==> config.mk <==
export PLATFORM = sky130hd
export DESIGN_NAME = uart_tx_arb
export DESIGN_NICKNAME = d
export VERILOG_FILES = /design/src/rtl/uart_pkg.sv /design/src/rtl/uart_rr_pick.sv /design/src/rtl/uart_tx_arb.sv
export SDC_FILE = /design/constraint.sdc
export NUM_CORES = 1
export LEC_CHECK = 0
export ABC_AREA = 1
export BUFFER_PORTS_ARGS = -buffer_cell sky130_fd_sc_hd__buf_2
export CORE_ASPECT_RATIO = 1.75
export CORE_UTILIZATION = 31
export CTS_CLUSTER_SIZE = 24
export DETAILED_ROUTE_END_ITERATION = 7
export SYNTH_ARGS = -nofsm -noshare
export SYNTH_HDL_FRONTEND = slang
export SYNTH_SLANG_ARGS = --single-unit
==> constraint.sdc <==
create_clock -name uart_clk -period 1.95 [get_ports uart_clk]
set_input_delay 0.2925 -clock uart_clk [delete_from_list [all_inputs] [get_ports uart_clk]]
set_output_delay 0.2925 -clock uart_clk [all_outputs]
set_load 0.01 [all_outputs]
==> src/rtl/uart_pkg.sv <==
// Shared UART definitions: data width, arbiter FSM encodings and lock-timeout width.
package uart_pkg;

  localparam int UART_DATA_W = 8;
  localparam int LOCK_CNT_W  = 16;

  typedef logic [1:0] arb_state_t;

  localparam arb_state_t ST_IDLE      = 2'd0;
  localparam arb_state_t ST_ISSUE     = 2'd1;
  localparam arb_state_t ST_WAIT_BUSY = 2'd2;
  localparam arb_state_t ST_WAIT_DONE = 2'd3;

endpackage

==> src/rtl/uart_rr_pick.sv <==
// Combinational rotate-priority picker: first set request at or after ptr, wrapping modulo N.
module uart_rr_pick
#(
  parameter int N  = 4,
  parameter int IW = 2
)(
  input  logic [N-1:0]  req,
  input  logic [IW-1:0] ptr,
  output logic          valid,
  output logic [IW-1:0] idx
);

  logic [N-1:0]  hit;
  logic [IW-1:0] cand [N];

  genvar gi;
  generate
    for (gi = 0; gi < N; gi++) begin : g_rot
      logic [IW:0] sum;
      // ptr is always below N, so a single conditional subtract gives the modulo
      assign sum       = {1'b0, ptr} + (IW+1)'(gi);
      assign cand[gi]  = (sum >= (IW+1)'(N)) ? IW'(sum - (IW+1)'(N)) : sum[IW-1:0];
      assign hit[gi]   = req[cand[gi]];
    end
  endgenerate

  always_comb begin
    valid = 1'b0;
    idx   = '0;
    for (int k = N - 1; k >= 0; k--) begin
      if (hit[k]) begin
        valid = 1'b1;
        idx   = cand[k];
      end
    end
  end

endmodule

==> src/rtl/uart_tx_arb.sv <==
// Round-robin arbiter sharing one UART transmitter among N byte requesters,
// with a per-message lock and an idle timeout that releases a stalled lock.
module uart_tx_arb
  import uart_pkg::*;
#(
  parameter int                    N       = 4,
  parameter logic [LOCK_CNT_W-1:0] LOCK_TO = 16'hFFFF,
  localparam int                   OW      = (N > 1) ? $clog2(N) : 1
)(
  input  logic                     uart_clk,
  input  logic                     uart_rst,
  input  logic [N-1:0]             req,
  input  logic [UART_DATA_W*N-1:0] req_data,
  input  logic [N-1:0]             req_last,
  output logic [N-1:0]             req_ack,
  output logic                     uart_tx_start,
  output logic [UART_DATA_W-1:0]   uart_tx_data,
  input  logic                     uart_tx_busy,
  output logic [OW-1:0]            arb_owner,
  output logic                     arb_locked
);

  arb_state_t             state_reg,  state_next;
  logic [UART_DATA_W-1:0] data_reg,   data_next;
  logic [OW-1:0]          owner_reg,  owner_next;
  logic                   locked_reg, locked_next;
  logic [OW-1:0]          ptr_reg,    ptr_next;
  logic [LOCK_CNT_W-1:0]  cnt_reg,    cnt_next;
  logic                   start_reg,  start_next;
  logic [N-1:0]           ack_reg,    ack_next;

  logic [UART_DATA_W-1:0] req_bytes [N];
  logic [N-1:0]           owner_hot;
  logic [N-1:0]           pick_hot;
  logic [N-1:0]           pick_req;
  logic                   pick_valid;
  logic [OW-1:0]          pick_idx;
  logic                   owner_req;
  logic                   can_grant;
  logic                   lock_to_hit;

  function automatic logic [OW-1:0] inc_mod(input logic [OW-1:0] i);
    return (i == OW'(N - 1)) ? '0 : i + OW'(1);
  endfunction

  genvar gi;
  generate
    for (gi = 0; gi < N; gi++) begin : g_req
      assign req_bytes[gi] = req_data[UART_DATA_W*gi +: UART_DATA_W];
      assign owner_hot[gi] = (owner_reg == OW'(gi));
      assign pick_hot[gi]  = (pick_idx == OW'(gi));
    end
  endgenerate

  // While locked only the owner's request reaches the picker, so it wins regardless of ptr
  assign pick_req  = locked_reg ? (req & owner_hot) : req;
  assign owner_req = |(req & owner_hot);

  uart_rr_pick #(
    .N  (N),
    .IW (OW)
  ) u_pick (
    .req   (pick_req),
    .ptr   (ptr_reg),
    .valid (pick_valid),
    .idx   (pick_idx)
  );

  assign can_grant   = (state_reg == ST_IDLE) && !uart_tx_busy && pick_valid;
  assign lock_to_hit = (state_reg == ST_IDLE) && locked_reg &&
                       (LOCK_TO != '0) && (cnt_reg == LOCK_TO);

  always_comb begin
    state_next  = state_reg;
    data_next   = data_reg;
    owner_next  = owner_reg;
    locked_next = locked_reg;
    ptr_next    = ptr_reg;
    cnt_next    = cnt_reg;
    start_next  = 1'b0;
    ack_next    = '0;

    case (state_reg)
      ST_IDLE: begin
        if (can_grant) begin
          data_next   = req_bytes[pick_idx];
          owner_next  = pick_idx;
          locked_next = ~req_last[pick_idx];
          ptr_next    = req_last[pick_idx] ? inc_mod(pick_idx) : pick_idx;
          cnt_next    = '0;
          start_next  = 1'b1;
          ack_next    = pick_hot;
          state_next  = ST_ISSUE;
        end else if (lock_to_hit) begin
          locked_next = 1'b0;
          ptr_next    = inc_mod(owner_reg);
          cnt_next    = '0;
        end else if (!locked_reg) begin
          cnt_next = '0;
        end else if (!owner_req) begin
          cnt_next = cnt_reg + 1'b1;
        end
      end
      ST_ISSUE: begin
        state_next = ST_WAIT_BUSY;
      end
      ST_WAIT_BUSY: begin
        if (uart_tx_busy) begin
          state_next = ST_WAIT_DONE;
        end
      end
      ST_WAIT_DONE: begin
        if (!uart_tx_busy) begin
          state_next = ST_IDLE;
        end
      end
      default: begin
        state_next = ST_IDLE;
      end
    endcase
  end

  always_ff @(posedge uart_clk) begin
    if (uart_rst) begin
      state_reg  <= ST_IDLE;
      data_reg   <= '0;
      owner_reg  <= '0;
      locked_reg <= 1'b0;
      ptr_reg    <= '0;
      cnt_reg    <= '0;
      start_reg  <= 1'b0;
      ack_reg    <= '0;
    end else begin
      state_reg  <= state_next;
      data_reg   <= data_next;
      owner_reg  <= owner_next;
      locked_reg <= locked_next;
      ptr_reg    <= ptr_next;
      cnt_reg    <= cnt_next;
      start_reg  <= start_next;
      ack_reg    <= ack_next;
    end
  end

  assign req_ack       = ack_reg;
  assign uart_tx_start = start_reg;
  assign uart_tx_data  = data_reg;
  assign arb_owner     = owner_reg;
  assign arb_locked    = locked_reg;

endmodule

After elaboration in Yosys (flattened, before gate mapping)
Index checks and enable logic that the tools add are counted.
- magnitude comparators: 10
- mux-type cells: 42
- reduce and logical (&&, ||, !) cells: 16
- bitwise operators: 5
- add/sub/neg operators: 10
- equal/unequal tests: 14
- operator list (kind ; number):
    16-bit 2-to-1 mux ; 4
    2-bit 2-to-1 mux ; 16
    16-bit by 1-bit adder with 16-bit output (second input constant) ; 1
    8-bit binary-select mux with 2-bit select ; 1
    16-bit equality test (second input constant) ; 1
    8-bit 2-to-1 mux ; 2
    2-bit by 3-bit < comparator with 1-bit output (second input constant) ; 5
    2-bit equality test (second input constant) ; 6
    3-bit greater-or-equal comparator (second input constant) ; 4
    1-bit 2-to-1 mux ; 12
    1-bit binary-select mux with 2-bit select ; 5
    2-bit case mux with 4 select lines ; 1
    2-bit by 1-bit subtractor with 2-bit output (second input constant) ; 4
    2-bit by 2-bit adder with 3-bit output (second input constant) ; 2
    2-bit by 1-bit equality test with 1-bit output (second input constant) ; 3
    2-bit zero test ; 3
    2-bit != test (second input constant) ; 3
    2-bit AND reduction ; 3
    2-bit by 1-bit adder with 2-bit output (second input constant) ; 2
    4-bit bitwise AND ; 1
    1-bit logical AND ; 4
    4-bit 2-to-1 mux ; 1
    4-bit by 2-bit != test with 1-bit output (second input constant) ; 1
    4-bit OR reduction ; 1
    9 further kinds ; 11
- bits in registers: 36
- logic and storage cells: 105

Depth between registers and ports, before layout
- depth in word-level cells: 13
- depth in mapped cells: 17

Hierarchy
From an unflattened synthesis, not the netlist that was laid out.
- cell total of the unflattened synthesis: 430
- area, all modules: 2665.1 um^2
- modules (own cells, without submodules) (module ; sequential area each (um^2) ; cells an instance ; area an instance (um^2) ; instances):
    uart_tx_arb ; 720.7 ; 384 ; 2452.4 ; 1
    uart_rr_pick ; 0.0 ; 46 ; 212.7 ; 1

Least setup slack after synthesis
No wires, ideal clock.
- path kind: flip-flop to flip-flop
- start: reg owner_reg[0], in the netlist arb_owner[0]
- end: reg ptr_reg[1]
- required time: 1812 ps
- period minus slack after synthesis: 2156 ps
- data arrival time: 2018 ps
- setup slack: -206 ps
- library setup time: 138 ps
- cell stages (with the launch flop): 18
- cells stage by stage: dfxtp_1 inv_1 ha_1 nand2_1 nand3_2 nand3_1 nand2_2 inv_2 nand2_1 nand2_1 nand2_2 nand2_4 buf_6 ha_1 nand2_1 nand3_1 nand2_1 a21oi_1
- cells in the longest elaborated chain, start to end: 13
- ends and longest elaborated chain (what ; RTL line ; RTL):
    start, declared ; uart_tx_arb.sv:25 ; logic [OW-1:0] owner_reg, owner_next;
    start signal, assigned ; uart_tx_arb.sv:136 ; owner_reg <= owner_next;
    2-bit by 1-bit equality test with 1-bit output (tied with other cells) ; uart_tx_arb.sv:50 ; assign owner_hot[gi] = (owner_reg == OW'(gi));
    4-bit bitwise AND * ; uart_tx_arb.sv:56 ; assign pick_req = locked_reg ? (req & owner_hot) : req;
    4-bit 2-to-1 mux * ; uart_tx_arb.sv:56 ;
    1-bit binary-select mux with 2-bit select ; uart_rr_pick.sv:23 ; assign hit[gi] = req[cand[gi]];
    1-bit 2-to-1 mux (not written as such) ; uart_rr_pick.sv:23 ;
    2-bit 2-to-1 mux (3 in series) ; uart_rr_pick.sv:31 ; if (hit[k]) begin
    2-bit 2-to-1 mux * ; uart_rr_pick.sv:31 ;
    via pick_idx[0] ; uart_tx_arb.sv:37 ; logic [OW-1:0] pick_idx;
    2-bit by 1-bit adder with 2-bit output (tied with other cells) ; uart_tx_arb.sv:43 ; return (i == OW'(N - 1)) ? '0 : i + OW'(1);
    2-bit 2-to-1 mux / 1-bit 2-to-1 mux (equally long branches) ; uart_tx_arb.sv:43, uart_tx_arb.sv:89 ;
    2-bit 2-to-1 mux * ; uart_tx_arb.sv:89 ; ptr_next = req_last[pick_idx] ? inc_mod(pick_idx) : pick_idx;
    2-bit 2-to-1 mux * ; uart_tx_arb.sv:85 ; if (can_grant) begin
    end signal, assigned ; uart_tx_arb.sv:138 ; ptr_reg <= ptr_next;
    end, declared ; uart_tx_arb.sv:27 ; logic [OW-1:0] ptr_reg, ptr_next;
Mark *: on every way through the listed nets, which the timed path passes. The rest lies on a longest branch. The select of a mux whose other input is x is not followed.
A chain may end at the register's enable or synchronous reset.

Worst setup path in the final report
- start: reg owner_reg[0], in the netlist arb_owner[0]
- end: reg data_reg[5], in the netlist uart_tx_data[5]
- cells in the longest elaborated chain, start to end: 13
- ends and longest elaborated chain (what ; RTL line ; RTL):
    2-bit by 1-bit equality test with 1-bit output (tied with other cells) ; uart_tx_arb.sv:50 ;
    4-bit bitwise AND * ; uart_tx_arb.sv:56 ;
    4-bit 2-to-1 mux * ; uart_tx_arb.sv:56 ;
    1-bit binary-select mux with 2-bit select ; uart_rr_pick.sv:23 ;
    1-bit 2-to-1 mux (not written as such) ; uart_rr_pick.sv:23 ;
    2-bit 2-to-1 mux (4 in series) ; uart_rr_pick.sv:31 ;
    2-bit NOT with 3-bit output (not written as such) ; uart_tx_arb.sv:86 ; data_next = req_bytes[pick_idx];
    8-bit binary-select mux with 2-bit select ; uart_tx_arb.sv:86 ;
    8-bit 2-to-1 mux (not written as such) (2 in series) ; uart_tx_arb.sv:86 ;
    end signal, assigned ; uart_tx_arb.sv:135 ; data_reg <= data_next;
    end, declared ; uart_tx_arb.sv:24 ; logic [UART_DATA_W-1:0] data_reg, data_next;
Every way passes the cells marked *; elsewhere a longest branch is shown, timed or not. The select of a mux whose other input is x is not followed.

==> summary.txt <==
========================================================================================================
Result of the run                                                                           finished, violations left
Violated checks                                                                             negative setup slack
Number of max-slew violations in the final report                                                      0
Slew @ Worst Pin                                                                                  457 ps
Slowest cell delay on critical path                                                               400 ps
TritonCTS clock tree                                                                               built
Switching power as a share of total power                                                          0.481
Overall power after layout                                                                       7640 uW
TNS Setup                                                                                        -575 ps
Share of total power in sequential cells                                                           0.163
Min-Delay Path Depth                                                                                   2
M1 WL                                                                                            2.89 mm
Area of combinational cells with multiple inputs                                                2050 um2
Area occupied by registers                                                                       728 um2
Avg Inst Size Synth                                                                             6.97 um2
Cell Pwr Density                                                                             1900 nW/um2
Worst path arrival time                                                                          2230 ps
Maximum fanout along the worst path                                                                    6
Global route total overflow                                                                            0
Leakage power figure                                                                          0.00183 uW
Ant. Diodes                                                                                            0
Die outline width                                                                                72.5 um
I/O pins                                                                                              59
Post-CTS clock slew at the launch and capture registers of the worst setup and hold paths          60 ps
Final hold viol count                                                                                  0
Number of design-rule violations left by the first detailed-router iteration                          90
Number of H-tree levels                                                                                2
Count of endpoints failing setup in the final report                                                  18
Clock skew after layout                                                                          8.10 ps
Final routed wirelength across all metal layers                                                  8.18 mm
Startpoint class of the critical path                                                               flop
WP data required                                                                                 2130 ps
Fillcell total                                                                                       835
Category of the critical setup timing path                                                       reg2reg
Maximum operating frequency                                                                      489 MHz
Top metal layer carrying routed signals                                                             met4
CP max-delay cell                                                                           sky130_fd_sc_hd__dfxtp_4
Initial core utilization                                                                           0.323
Area Overhead vs Synth                                                                             49.0%
Period utilisation layout                                                                           1.05
Proportion of layout cells with a drive suffix above 1                                             0.469
Final Critical Period                                                                            2050 ps
CTS buffer count                                                                                       5
Reported net switching power                                                                     3680 uW
HPWL after DPL                                                                                   5.90 mm
Wire length of the first global-routing pass                                                     13.1 mm
Cells along the critical path                                                               inv_4 -> ha_4 -> nand2_4 -> nand3_4 -> nand3_4 -> nand2_4 -> inv_4 -> nand2_4 -> nand3_4 -> nand2_8 -> clkbuf_16 -> o211ai_2 -> o21ai_1 -> o21ai_1 -> inv_1
Clock latency on the worst-skew pair                                                              290 ps
Portion of total power attributed to combinational logic                                           0.727
Final critical-path setup slack                                                                 -96.1 ps
Per-cell routed wire length                                                                      13.4 um
Max Root-Sink Buffers                                                                                  2
Core Footprint                                                                                  8370 um2
Maximum vdd drop                                                                                 1.19 mV
Via count of the routed design                                                                      2928
Post-synthesis instance total                                                                        387
Unrepaired setup endpoints after global routing                                                     true
Top Family by Delay on Critical Path                                                        simple AND/OR/NAND/NOR gates
Number of synthesis warnings                                                                           0
Length of routed met2 wiring                                                                     4.72 mm
Number of nets in the synthesized netlist                                                            443
Number of distinct library cells after synthesis                                                      41
Design internal power                                                                            3970 uW
Drt first pass iters                                                                                   4
Height of the die                                                                                 125 um
Total standard cell area after synthesis                                                        2700 um2
Initial antenna violation count                                                                        0
Vias in the first global route                                                                      2923
DRC violations left                                                                                    0
Number of routed nets with antenna violations                                                          0
Vias per std cell                                                                                   4.80
Post-layout net count                                                                                550
Global router's overall resource usage                                                             0.185
Total of hold buffers inserted after clock tree synthesis                                              0
Type of the most critical hold path                                                               in2reg
Critical path buffer and inverter count                                                                4
Number of clock sinks                                                                                 36
Proportion of synthesized chip area in sequential cells                                            0.267
Count of state elements after synthesis                                                               36
Floorplan die area                                                                              9100 um2
Pin count of the biggest net entering global routing                                                  20
Clock network fraction of total power                                                              0.110
Maximum capacitance violations                                                                         0
Placer congestion estimate                                                                         0.897
Number of placement rows                                                                              44
Worst-case reg-to-reg path depth                                                                      15
WL met3                                                                                           242 um
Buffers on Ports                                                                                      58
Number of cells on the critical path                                                                  15
Clk root buf                                                                                sky130_fd_sc_hd__clkbuf_16
Kind of end point of the critical path                                                              flop
Max reg flops                                                                                         16
Worst relative slew slack                                                                          0.695
========================================================================================================
-- worst paths after layout --
check	start	endpoint	slack [ps]
max	arb_owner[0]	uart_tx_data[5]	-100
min	uart_rst	cnt_reg[4]	180
max reg2reg	arb_owner[0]	uart_tx_data[5]	-100
min reg2reg	cnt_reg[2]	cnt_reg[2]	520
-- power by group through the flow --
stage | clock network, uW | registers (uW) | logic (uW)
finish | 837 | 1250 | 5560
global route | 890 | 1290 | 6090
CTS | 850 | 1230 | 4620
detailed placement | 0 | 1240 | 4220
global placement | 0 | 1230 | 4150
floorplan | 0 | 1270 | 2970
-- Yosys cell counts (all sizes together) --
cell    instances  share of area
a211oi          2         0.0056
a21boi          2         0.0056
a21oi          15          0.035
a31oi           2         0.0046
buf            11          0.043
clkbuf          2         0.0028
dfxtp          36           0.27
ha             13          0.060
inv            47          0.070
mux2i           1         0.0037
nand2          99           0.16
nand3          37          0.096
nand3b          1         0.0042
nand4           3         0.0070
nor2           53          0.080
nor3           12          0.030
nor4            2          0.010
o211ai          8          0.033
o21a            1         0.0028
o21ai          31          0.057
o22ai           2         0.0046
o31ai           1         0.0028
or2             1         0.0023
xor2            5          0.016
-- cells in the final DEF (no fill, tap or decap), types with 8 or more instances in the layout --
| master | Yosys | routed |
|---|---|---|
| sky130_fd_sc_hd__a21oi_2 | 5 | 8 |
| sky130_fd_sc_hd__buf_2 | 2 | 58 |
| sky130_fd_sc_hd__buf_4 | 0 | 46 |
| sky130_fd_sc_hd__dfxtp_1 | 36 | 34 |
| sky130_fd_sc_hd__inv_1 | 33 | 29 |
| sky130_fd_sc_hd__inv_2 | 11 | 8 |
| sky130_fd_sc_hd__inv_4 | 1 | 8 |
| sky130_fd_sc_hd__nand2_1 | 86 | 73 |
| sky130_fd_sc_hd__nand2_2 | 10 | 12 |
| sky130_fd_sc_hd__nand2_4 | 3 | 13 |
| sky130_fd_sc_hd__nand3_1 | 25 | 16 |
| sky130_fd_sc_hd__nand3_2 | 10 | 12 |
| sky130_fd_sc_hd__nand3_4 | 2 | 9 |
| sky130_fd_sc_hd__nor2_1 | 48 | 41 |
| sky130_fd_sc_hd__nor2_2 | 4 | 12 |
| sky130_fd_sc_hd__nor3_1 | 9 | 8 |
| sky130_fd_sc_hd__o21ai_1 | 22 | 21 |
-- cells by family after synthesis --
family                     after synthesis  share of synthesized area
and+or+nand+nor                        208                      0.386
AOI/OAI and AO/OA                       64                      0.152
buffers and inverters                   60                      0.115
DFF                                     36                      0.267
adders and majority gates               13                     0.0603
xor gates and xnor gates                 5                     0.0162
muxes                                    1                    0.00371
-- cell type report --
cell class | instances | area share
Tap cell | 115 | 0.0358
Sequential cell | 36 | 0.181
Clock inverter | 1 | 0.00187
Multi-Input combinational cell | 294 | 0.509
Clock buffer | 7 | 0.0355
Timing Repair Buffer | 110 | 0.185
Inverter | 47 | 0.0519
-- through the flow --
| step | utilization | area, um2 | hold WS (ps) | std cells | setup slack [ps] |
|---|---|---|---|---|---|
| floorplan | - | 2800 | 372 | 387 | 1.94 |
| global placement | 0.410 | 3430 | 486 | 585 | -67.8 |
| detailed placement | 0.410 | 3430 | 487 | 585 | -76.2 |
| CTS | 0.446 | 3730 | 180 | 600 | -41.9 |
| global route | 0.481 | 4020 | 179 | 610 | -237 |
| finish | 0.481 | 4020 | 181 | 610 | -96.1 |
-- per-layer routing --
layer  GRT usage  vias up
met5           0        -
met4       0.108        0
met3      0.0314       22
met2       0.358       79
met1       0.172     1339
li1            -     1488
-- what timing repair did --
| item | CTS | global route |
|---|---|---|
| cloned | 1 | 3 |
| pin swaps | 6 | 19 |
| buffers inserted | 6 | 7 |
| gates resized for setup | 21 | 47 |
| endpoints found under the setup margin | 29 | 35 |
Power figures use the tool's default switching activity.
